`src/rtl/ttt_cursor_display_pkg.sv`:
```
// Shared tic-tac-toe definitions: cell encodings, board size, cursor FSM states
// and small helpers for board occupancy and wrapping cursor moves.
package ttt_cursor_display_pkg;

    localparam int NUM_CELLS = 9;

    localparam logic [1:0] CELL_EMPTY = 2'b00;
    localparam logic [1:0] CELL_X     = 2'b01;
    localparam logic [1:0] CELL_O     = 2'b10;

    typedef enum logic {
        IDLE   = 1'b0,
        SEARCH = 1'b1
    } state_t;

    // Code 2'b11 is not a legal mark and counts as empty.
    function automatic logic [NUM_CELLS-1:0] occupancy(input logic [2*NUM_CELLS-1:0] board);
        logic [NUM_CELLS-1:0] occ;
        for (int i = 0; i < NUM_CELLS; i++) begin
            occ[i] = (board[2*i +: 2] == CELL_X) || (board[2*i +: 2] == CELL_O);
        end
        return occ;
    endfunction

    function automatic logic [3:0] next_cell(input logic [3:0] c);
        return (c == 4'(NUM_CELLS - 1)) ? 4'd0 : c + 4'd1;
    endfunction

    function automatic logic [3:0] prev_cell(input logic [3:0] c);
        return (c == 4'd0) ? 4'(NUM_CELLS - 1) : c - 4'd1;
    endfunction

endpackage

```
`src/rtl/ttt_cursor_display_btn_edge.sv`:
```
// Rising-edge detector for the debounced buttons. History resets to 1 so a
// button held through reset produces no event until it is released and pressed.
module ttt_cursor_display_btn_edge #(
    parameter int W = 3
) (
    input  logic         CLOCK_60Hz,
    input  logic         reset,
    input  logic [W-1:0] level,
    output logic [W-1:0] rise
);

    logic [W-1:0] hist_p0;

    always_ff @(posedge CLOCK_60Hz) begin
        if (reset) begin
            hist_p0 <= '1;
        end else begin
            hist_p0 <= level;
        end
    end

    assign rise = level & ~hist_p0;

endmodule

```
`src/rtl/ttt_cursor_display.sv`:
```
// Player cursor for the 3x3 board: moves on button events, issues placement
// requests, auto-advances to the next free cell and drives the blinking LEDs.
module ttt_cursor_display
    import ttt_cursor_display_pkg::*;
#(
    parameter int CURSOR_RESET = 4,
    parameter int NUM_CELLS    = 9
) (
    input  logic                   CLOCK_60Hz,
    input  logic                   reset,
    input  logic                   blink,
    input  logic                   btn_left,
    input  logic                   btn_right,
    input  logic                   btn_select,
    input  logic [2*NUM_CELLS-1:0] board,
    input  logic                   player,
    input  logic                   game_over,
    output logic [3:0]             cursor,
    output logic                   place_valid,
    output logic                   place_reject,
    output logic [3:0]             place_cell,
    output logic [NUM_CELLS-1:0]   led_x,
    output logic [NUM_CELLS-1:0]   led_o
);

    logic [2:0]           rise;
    logic                 ev_left, ev_right, ev_select;
    logic [NUM_CELLS-1:0] occ;

    state_t               state_p1, state_nxt;
    logic [3:0]           cursor_p1, cursor_nxt;
    logic [3:0]           home_p1, home_nxt;
    logic [NUM_CELLS-1:0] mask_p1, mask_nxt;
    logic [2:0]           step_p1, step_nxt;
    logic                 vld_nxt, rej_nxt;

    logic [NUM_CELLS-1:0] base_x, base_o;
    logic [NUM_CELLS-1:0] led_x_nxt, led_o_nxt;

    ttt_cursor_display_btn_edge #(.W(3)) u_btn_edge (
        .CLOCK_60Hz (CLOCK_60Hz),
        .reset      (reset),
        .level      ({btn_select, btn_right, btn_left}),
        .rise       (rise)
    );

    assign ev_left   = rise[0];
    assign ev_right  = rise[1];
    assign ev_select = rise[2];
    assign occ       = occupancy(board);

    // Stage 0 -> 1: cursor FSM decisions from button events and board state
    always_comb begin
        state_nxt  = state_p1;
        cursor_nxt = cursor_p1;
        home_nxt   = home_p1;
        mask_nxt   = mask_p1;
        step_nxt   = step_p1;
        vld_nxt    = 1'b0;
        rej_nxt    = 1'b0;

        case (state_p1)
            IDLE: begin
                if (ev_select) begin
                    if (game_over || occ[cursor_p1]) begin
                        rej_nxt = 1'b1;
                    end else begin
                        vld_nxt   = 1'b1;
                        mask_nxt  = occ | (NUM_CELLS'(1) << cursor_p1);
                        home_nxt  = cursor_p1;
                        step_nxt  = 3'd0;
                        state_nxt = SEARCH;
                    end
                end else if (!game_over && (ev_left ^ ev_right)) begin
                    cursor_nxt = ev_right ? next_cell(cursor_p1) : prev_cell(cursor_p1);
                end
            end

            SEARCH: begin
                // Snapshot mask, not the live board: the board lags the placement.
                if (game_over) begin
                    state_nxt = IDLE;
                end else begin
                    step_nxt = step_p1 + 3'd1;
                    if (!mask_p1[next_cell(cursor_p1)]) begin
                        cursor_nxt = next_cell(cursor_p1);
                        state_nxt  = IDLE;
                    end else if (step_p1 == 3'd7) begin
                        cursor_nxt = home_p1;
                        state_nxt  = IDLE;
                    end else begin
                        cursor_nxt = next_cell(cursor_p1);
                    end
                end
            end

            default: state_nxt = IDLE;
        endcase
    end

    always_comb begin
        base_x = '0;
        base_o = '0;
        for (int i = 0; i < NUM_CELLS; i++) begin
            base_x[i] = (board[2*i +: 2] == CELL_X);
            base_o[i] = (board[2*i +: 2] == CELL_O);
        end
    end

    // Stage 0 -> 1: LED pattern with the cursor cell blink override
    always_comb begin
        led_x_nxt = base_x;
        led_o_nxt = base_o;
        if (!game_over) begin
            if (!occ[cursor_p1]) begin
                if (player) begin
                    led_o_nxt[cursor_p1] = blink;
                end else begin
                    led_x_nxt[cursor_p1] = blink;
                end
            end else begin
                led_x_nxt[cursor_p1] = base_x[cursor_p1] & ~blink;
                led_o_nxt[cursor_p1] = base_o[cursor_p1] & ~blink;
            end
        end
    end

    // Stage 1: registered state and outputs
    always_ff @(posedge CLOCK_60Hz) begin
        if (reset) begin
            state_p1     <= IDLE;
            cursor_p1    <= 4'(CURSOR_RESET);
            home_p1      <= 4'(CURSOR_RESET);
            mask_p1      <= '0;
            step_p1      <= 3'd0;
            place_valid  <= 1'b0;
            place_reject <= 1'b0;
            place_cell   <= 4'd0;
            led_x        <= '0;
            led_o        <= '0;
        end else begin
            state_p1     <= state_nxt;
            cursor_p1    <= cursor_nxt;
            home_p1      <= home_nxt;
            mask_p1      <= mask_nxt;
            step_p1      <= step_nxt;
            place_valid  <= vld_nxt;
            place_reject <= rej_nxt;
            place_cell   <= vld_nxt ? cursor_p1 : 4'd0;
            led_x        <= led_x_nxt;
            led_o        <= led_o_nxt;
        end
    end

    assign cursor = cursor_p1;

endmodule

```
`config.mk`:
```
export PLATFORM = sky130hd
export DESIGN_NAME = ttt_cursor_display
export DESIGN_NICKNAME = d
export VERILOG_FILES = /design/src/rtl/ttt_cursor_display_pkg.sv /design/src/rtl/ttt_cursor_display_btn_edge.sv /design/src/rtl/ttt_cursor_display.sv
export SDC_FILE = /design/constraint.sdc
export NUM_CORES = 1
export LEC_CHECK = 0
export ABC_AREA = 1
export CORE_MARGIN = 2
export CORE_UTILIZATION = 35
export DETAILED_ROUTE_END_ITERATION = 8
export GPL_TIMING_DRIVEN = 0
export PLACE_DENSITY_LB_ADDON = 0.3
export SLEW_MARGIN = 5
export SYNTH_ARGS = -nofsm -noshare
export SYNTH_HDL_FRONTEND = slang
export SYNTH_SLANG_ARGS = --single-unit
```
`constraint.sdc`:
```
create_clock -name CLOCK_60Hz -period 2 [get_ports CLOCK_60Hz]
set_input_delay 0.6 -clock CLOCK_60Hz [delete_from_list [all_inputs] [get_ports CLOCK_60Hz]]
set_output_delay 0.6 -clock CLOCK_60Hz [all_outputs]
set_load 0.02 [all_outputs]
```
---- After elaboration in Yosys (flattened, before gate mapping) ----
Index checks and enable logic that the tools add are counted.
W data, S select, Z words.
operators by class
  $add $sub $neg .......................... 3
  order comparisons ....................... 3
  equality and inequality tests ........... 25
  shift-type cells ........................ 1
  multiplexer cells ....................... 41
  bitwise operators ....................... 11
  reductions and logical operators ........ 19
operators by type and width
  cell                   count
  $mux W9                6
  $bwmux W9              4
  $mux W4                8
  $eq A2 B1 Y1 const B   9
  $eq A2 B2 Y1 const B   9
  $bmux W1 S4            4
  $mux W1                12
  $logic_or A1 B1 Y1     10
  $lt A4 B5 Y1 const B   2
  $ne A2 B2 Y1 const B   5
  $mux W3                3
  $or A9 B9 Y9           1
  $reduce_and A3 Y1      3
  $shl A1 B4 Y9 const A  1
  $pmux W4 S2            1
  $pmux W3 S2            1
  $not A1 Y1             5
  $add A4 B1 Y4 const B  1
  $demux W1 S4           1
  $eq A4 B4 Y1 const B   1
  $ge A4 B1 Y1 const B   1
  $logic_not A4 Y1       1
  $sub A4 B1 Y4 const B  1
  $add A3 B1 Y3 const B  1
  other kinds (10)       12
storage, ports and cells
  bits in registers ....................... 48
  input bits .............................. 26
  output and inout bits ................... 28
  logic and storage cells ................. 114

---- Depth between registers and ports, before layout ----
  depth in word-level cells ............... 10
  depth in mapped cells ................... 17
  mapped depth without buffers ............ 15

---- Cells and area by module ----
Synthesis repeated with hierarchy kept, for this count alone.
second synthesis, totals
  cell total of the unflattened synthesis .. 539
  area total of the unflattened synthesis .. 3,529.6 um^2
modules (own cells, without submodules)
  module                       times used  cells each  area an instance (um^2)  sequential area each (um^2)
  ttt_cursor_display           1           526         3,424.5                  900.9
  ttt_cursor_display_btn_edge  1           13          105.1                    60.1

---- Worst setup path before layout ----
OpenSTA, ideal clock, no wires.
  path kind ............................... register to register
  from .................................... reg cursor_p1[0] (netlist: cursor[0])
  to ...................................... reg cursor_p1[1] (netlist: cursor[1])
  library setup time ...................... 0.070 ns
  arrival time ............................ 2.120 ns
  data required time ...................... 1.930 ns
  slack ................................... -0.189 ns
  stages on the path, launching flop included .. 16
  path buffers ............................ 2
  clock period less this slack ............ 2.189 ns
  cell sequence ........................... dfxtp_1 > inv_2 > buf_4 > buf_6 > ha_1 > nand3_2 > nand2_1 > nand2_1 > nor2_1 > nor2_1 > a21oi_4 > nand2_1 > nand2_1 > nand2_1 > nand2_1 > a21oi_1
between the ends
  cells in the longest elaborated chain, start to end .. 7
  elaborated cells between the ends (all ways) .. 15
  classes of those cells .................. 2 x add/sub; 1 x eq/ne; 11 x mux; 1 x reduce/logical
ends and longest elaborated chain
  what                                           RTL line                      text
  from (decl)                                    ttt_cursor_display.sv:31      logic [3:0] cursor_p1, cursor_nxt;
  from (signal assigned)                         ttt_cursor_display.sv:132     cursor_p1 <= 4'(CURSOR_RESET);
  from (signal assigned)                         ttt_cursor_display.sv:143     cursor_p1 <= cursor_nxt;
  $add A4 B1 Y4 or $eq A4 B4 Y1 (tied branches)  ttt_cursor_display_pkg.sv:26  return (c == 4'(NUM_CELLS - 1)) ? 4'd0 : c + 4'd1;
  $mux W4                                        ttt_cursor_display_pkg.sv:26
  $bmux W1 S4                                    ttt_cursor_display.sv:85      if (!mask_p1[next_cell(cursor_p1)]) begin
  $mux W1 (implied by the code)                  ttt_cursor_display.sv:85
  $mux W4                                        ttt_cursor_display.sv:85
  $mux W4                                        ttt_cursor_display.sv:81      if (game_over) begin
  $pmux W4 S2 (*)                                ttt_cursor_display.sv:62      case (state_p1)
Every way passes the cells marked *; elsewhere a longest branch is shown, timed or not. The select of a mux whose other input is x is not followed.
A chain may end at the register's enable or synchronous reset.

---- Worst setup path in the final report ----
  from .................................... reg cursor_p1[1] (netlist: cursor[1])
  to ...................................... reg cursor_p1[2] (netlist: cursor[2])
The elaborated chain is that of the path after synthesis.

==> results_dict.tcl <==
set metrics [dict create \
    gp_congestion 0.866 \
    vdd_drop_max_v 0.000320 \
    dpl_cell_area_um2 4260 \
    critical_path.top_delay_family "simple AND/OR/NAND/NOR gates" \
    diodes 0 \
    grt_pass1_wl_mm 18.7 \
    period_share_pct 98.5 \
    fmax_mhz 507 \
    ys_types 30 \
    grt_use_total_pct 21.1 \
    setup_viol 0 \
    drt_iter0_markers 258 \
    p_per_area_nw_per_um2 592 \
    path_cells "inv_4 -> clkbuf_16 -> ha_4 -> nand3_4 -> nand2_4 -> buf_4 -> inv_2 -> a21oi_4 -> buf_6 -> nand4_1 -> nand3_1 -> nand2_1 -> nand2_1" \
    critPathKind "register to register" \
    ys_warn_count 0 \
    path_buf_inv 5 \
    max_slew_margin_pct 55.9 \
    overflow 0 \
    cts_buffers 5 \
    hpwl_mm 8.36 \
    synth_nets 616 \
    die_w_um 105 \
    status "finished, final reports clean" \
    yosysSeqAreaShare_pct 26.9 \
    finalWirelength_mm 11.9 \
    grt_max_degree 16 \
    clock_skew_ps 5.37 \
    crit_required_ps 2260 \
    critical_path.slowest_cell "dfxtp_4" \
    cp-start-kind "register" \
    ant_nets 0 \
    wire_per_inst_um 15.2 \
    drcViolationCount 0 \
    cpPeakStageDelay_ps 390 \
    critPathArrivalTime_ps 2230 \
    met3_length_um 692 \
    drive_gt1_share_pct 21.0 \
    holdWs_ps 464 \
    ys_ff_latch 48 \
    cp_common_cell "nand2_1" \
    end_kind "register" \
    path_max_fanout 6 \
    port_buffers 51 \
    grt_setup_unrepaired "yes" \
    synthToLayoutAreaGrowth_pct 39.3 \
    hold_viol 0 \
    finalInstanceArea_um2 4970 \
    antenna_found_initial 0 \
    clk_pin_slew_ps 100 \
    htreeDepth 2 \
    fin_crit_ps 1970 \
    row_count 36 \
    synth_area_per_cell_um2 6.34 \
    core-area_um2 9820 \
    maxSlewViolCount 0 \
    first_pass_iters 5 \
    utilization_pct 50.6 \
    clkSinkCount 48 \
    p_leak_uw 0.00234 \
    cts.path.max_buffers 2 \
    insertion_delay_ps 320 \
    viasPerCell 5.23 \
    grt_pass1_vias 3698 \
    drv_cap 0 \
    hold_class "register to register" \
    syn_area_um2 3570 \
    routed-wl-met2_mm 6.04 \
    wl_met1_mm 4.91 \
    die_h_um 105 \
    dieArea_um2 11000 \
    routed-via-count 4087 \
    clockRootBuffer "clkbuf_8" \
    finalPower_uw 2940 \
    ios 54 \
    start_util_pct 36.3 \
    worst_pin_slew_ps 662 \
    dr.max_layer_used "met4" \
    cts_tree "done" \
    synth_cells 563 \
    nNetsFinal 701 \
]
## cell families after synthesis
| group | synth area share [%] |
|---|---|
| buffers and inverters | 14.5 |
| AND/OR/NAND/NOR | 33.9 |
| flip-flops | 26.9 |
| adder cells (fa/ha/maj) | 9.47 |
| AO/OA/AOI/OAI | 15.2 |
## cell usage after synthesis
library cell / n / area (um2)
nand2_1: 118 / 443
nand3_1: 96 / 480
inv_1: 88 / 330
o21ai_0: 52 / 260
dfxtp_1: 48 / 961
nor2_1: 40 / 150
a21oi_1: 36 / 180
ha_1: 27 / 338
clkbuf_1: 13 / 48.8
o21ai_1: 8 / 40.0
buf_4: 6 / 45.0
inv_2: 4 / 15.0
buf_6: 3 / 33.8
nand3_2: 3 / 30.0
clkbuf_8: 2 / 27.5
inv_4: 2 / 12.5
nand2_4: 2 / 22.5
nand4_4: 2 / 42.5
o211ai_1: 2 / 15.0
a21oi_4: 1 / 16.3
buf_1: 1 / 3.75
nand2_2: 1 / 6.26
nand4_1: 1 / 6.26
nor2_2: 1 / 6.26
nor2_4: 1 / 11.3
nor4_1: 1 / 6.26
o211ai_2: 1 / 12.5
o21ai_2: 1 / 8.76
o221ai_1: 1 / 8.76
or2_1: 1 / 6.26
## metal layers
layer	global-route usage [%]	vias up
li1	-	1988
met1	26.0	1922
met2	37.5	156
met3	2.68	21
met4	7.62	0
met5	0	-
## sequential cells by signal, summed over array words and instances (netlist names)
name and cells:
cursor 4, home_p1 4, led_o 9, led_x 9, mask_p1 9, place_cell 4, place_reject 1, place_valid 1
state_p1 1, step_p1 3, u_btn_edge.hist_p0 3
## final timing paths
path                                 from                       to  slack [ps]  cells after the start
setup / recovery   cursor[1]$_SDFFE_PP0P_   cursor[2]$_SDFFE_PP1P_          30                     13
hold / removal    mask_p1[0]$_SDFFE_PP0P_  mask_p1[0]$_SDFFE_PP0P_         460                      2
setup reg to reg   cursor[1]$_SDFFE_PP0P_   cursor[2]$_SDFFE_PP1P_          30                     13
hold reg to reg   mask_p1[0]$_SDFFE_PP0P_  mask_p1[0]$_SDFFE_PP0P_         460                      2
## cell usage in the layout (no fill, tap or decap), drive strengths merged
master / instances
dlygate4sd2: 10
clkdlybuf4s50: 30
inv: 93
nor2: 42
nand4: 4
bufinv: 1
dlymetal6s2s: 1
or2: 1
nand3: 99
a21oi: 37
clkbuf: 25
ha: 27
dfxtp: 48
o221ai: 1
clkdlybuf4s15: 6
clkinvlp: 1
o21ai: 61
nor4: 1
clkinv: 1
buf: 36
nand2: 121
o211ai: 3
## layout make-up
cell class	instances	area [um2]
Buffer	25	213
Clock buffer	6	82.6
Clock inverter	2	38.8
Fill cell	1011	4850
Inverter	94	379
Multi-Input combinational cell	397	2420
Sequential cell	48	970
Tap cell	133	166
Timing Repair Buffer	77	701
## through the flow
| stage | std cells | worst slack [ps] | TNS (ps) |
|---|---|---|---|
| after global routing | 782 | -84.2 | -358 |
| after floorplan | 563 | 29.7 | 0 |
| after detailed placement | 747 | -724 | -25990 |
| after CTS | 768 | 3.18 | 0 |
| after global placement | 747 | -703 | -25240 |
| final | 782 | 29.3 | 0 |
## where the power goes
group | internal, uW | leakage (uW) | total (uW) | switching [uW]
registers | 1000 | 0.000394 | 1030 | 24.2
logic | 474 | 0.00188 | 1140 | 662
clock network | 410 | 0.0000614 | 777 | 368
## timing repair
action	in CTS	in global routing
resized for setup	73	69
hold buffers	0	0
gates cloned	2	1
pin swaps	16	18
endpoints found under the setup margin	46	43
setup buffers	11	13
## worst reg2reg max path, cell delays in order (launching register included)
cell and delay (ps):
dfxtp_4 390, inv_4 80, clkbuf_16 150, ha_4 170, nand3_4 160, nand2_4 140
buf_4 140, inv_2 60, a21oi_4 230, buf_6 130, nand4_1 70, nand3_1 100
nand2_1 50, nand2_1 50
No activity file was read; power rests on OpenSTA's default activity.
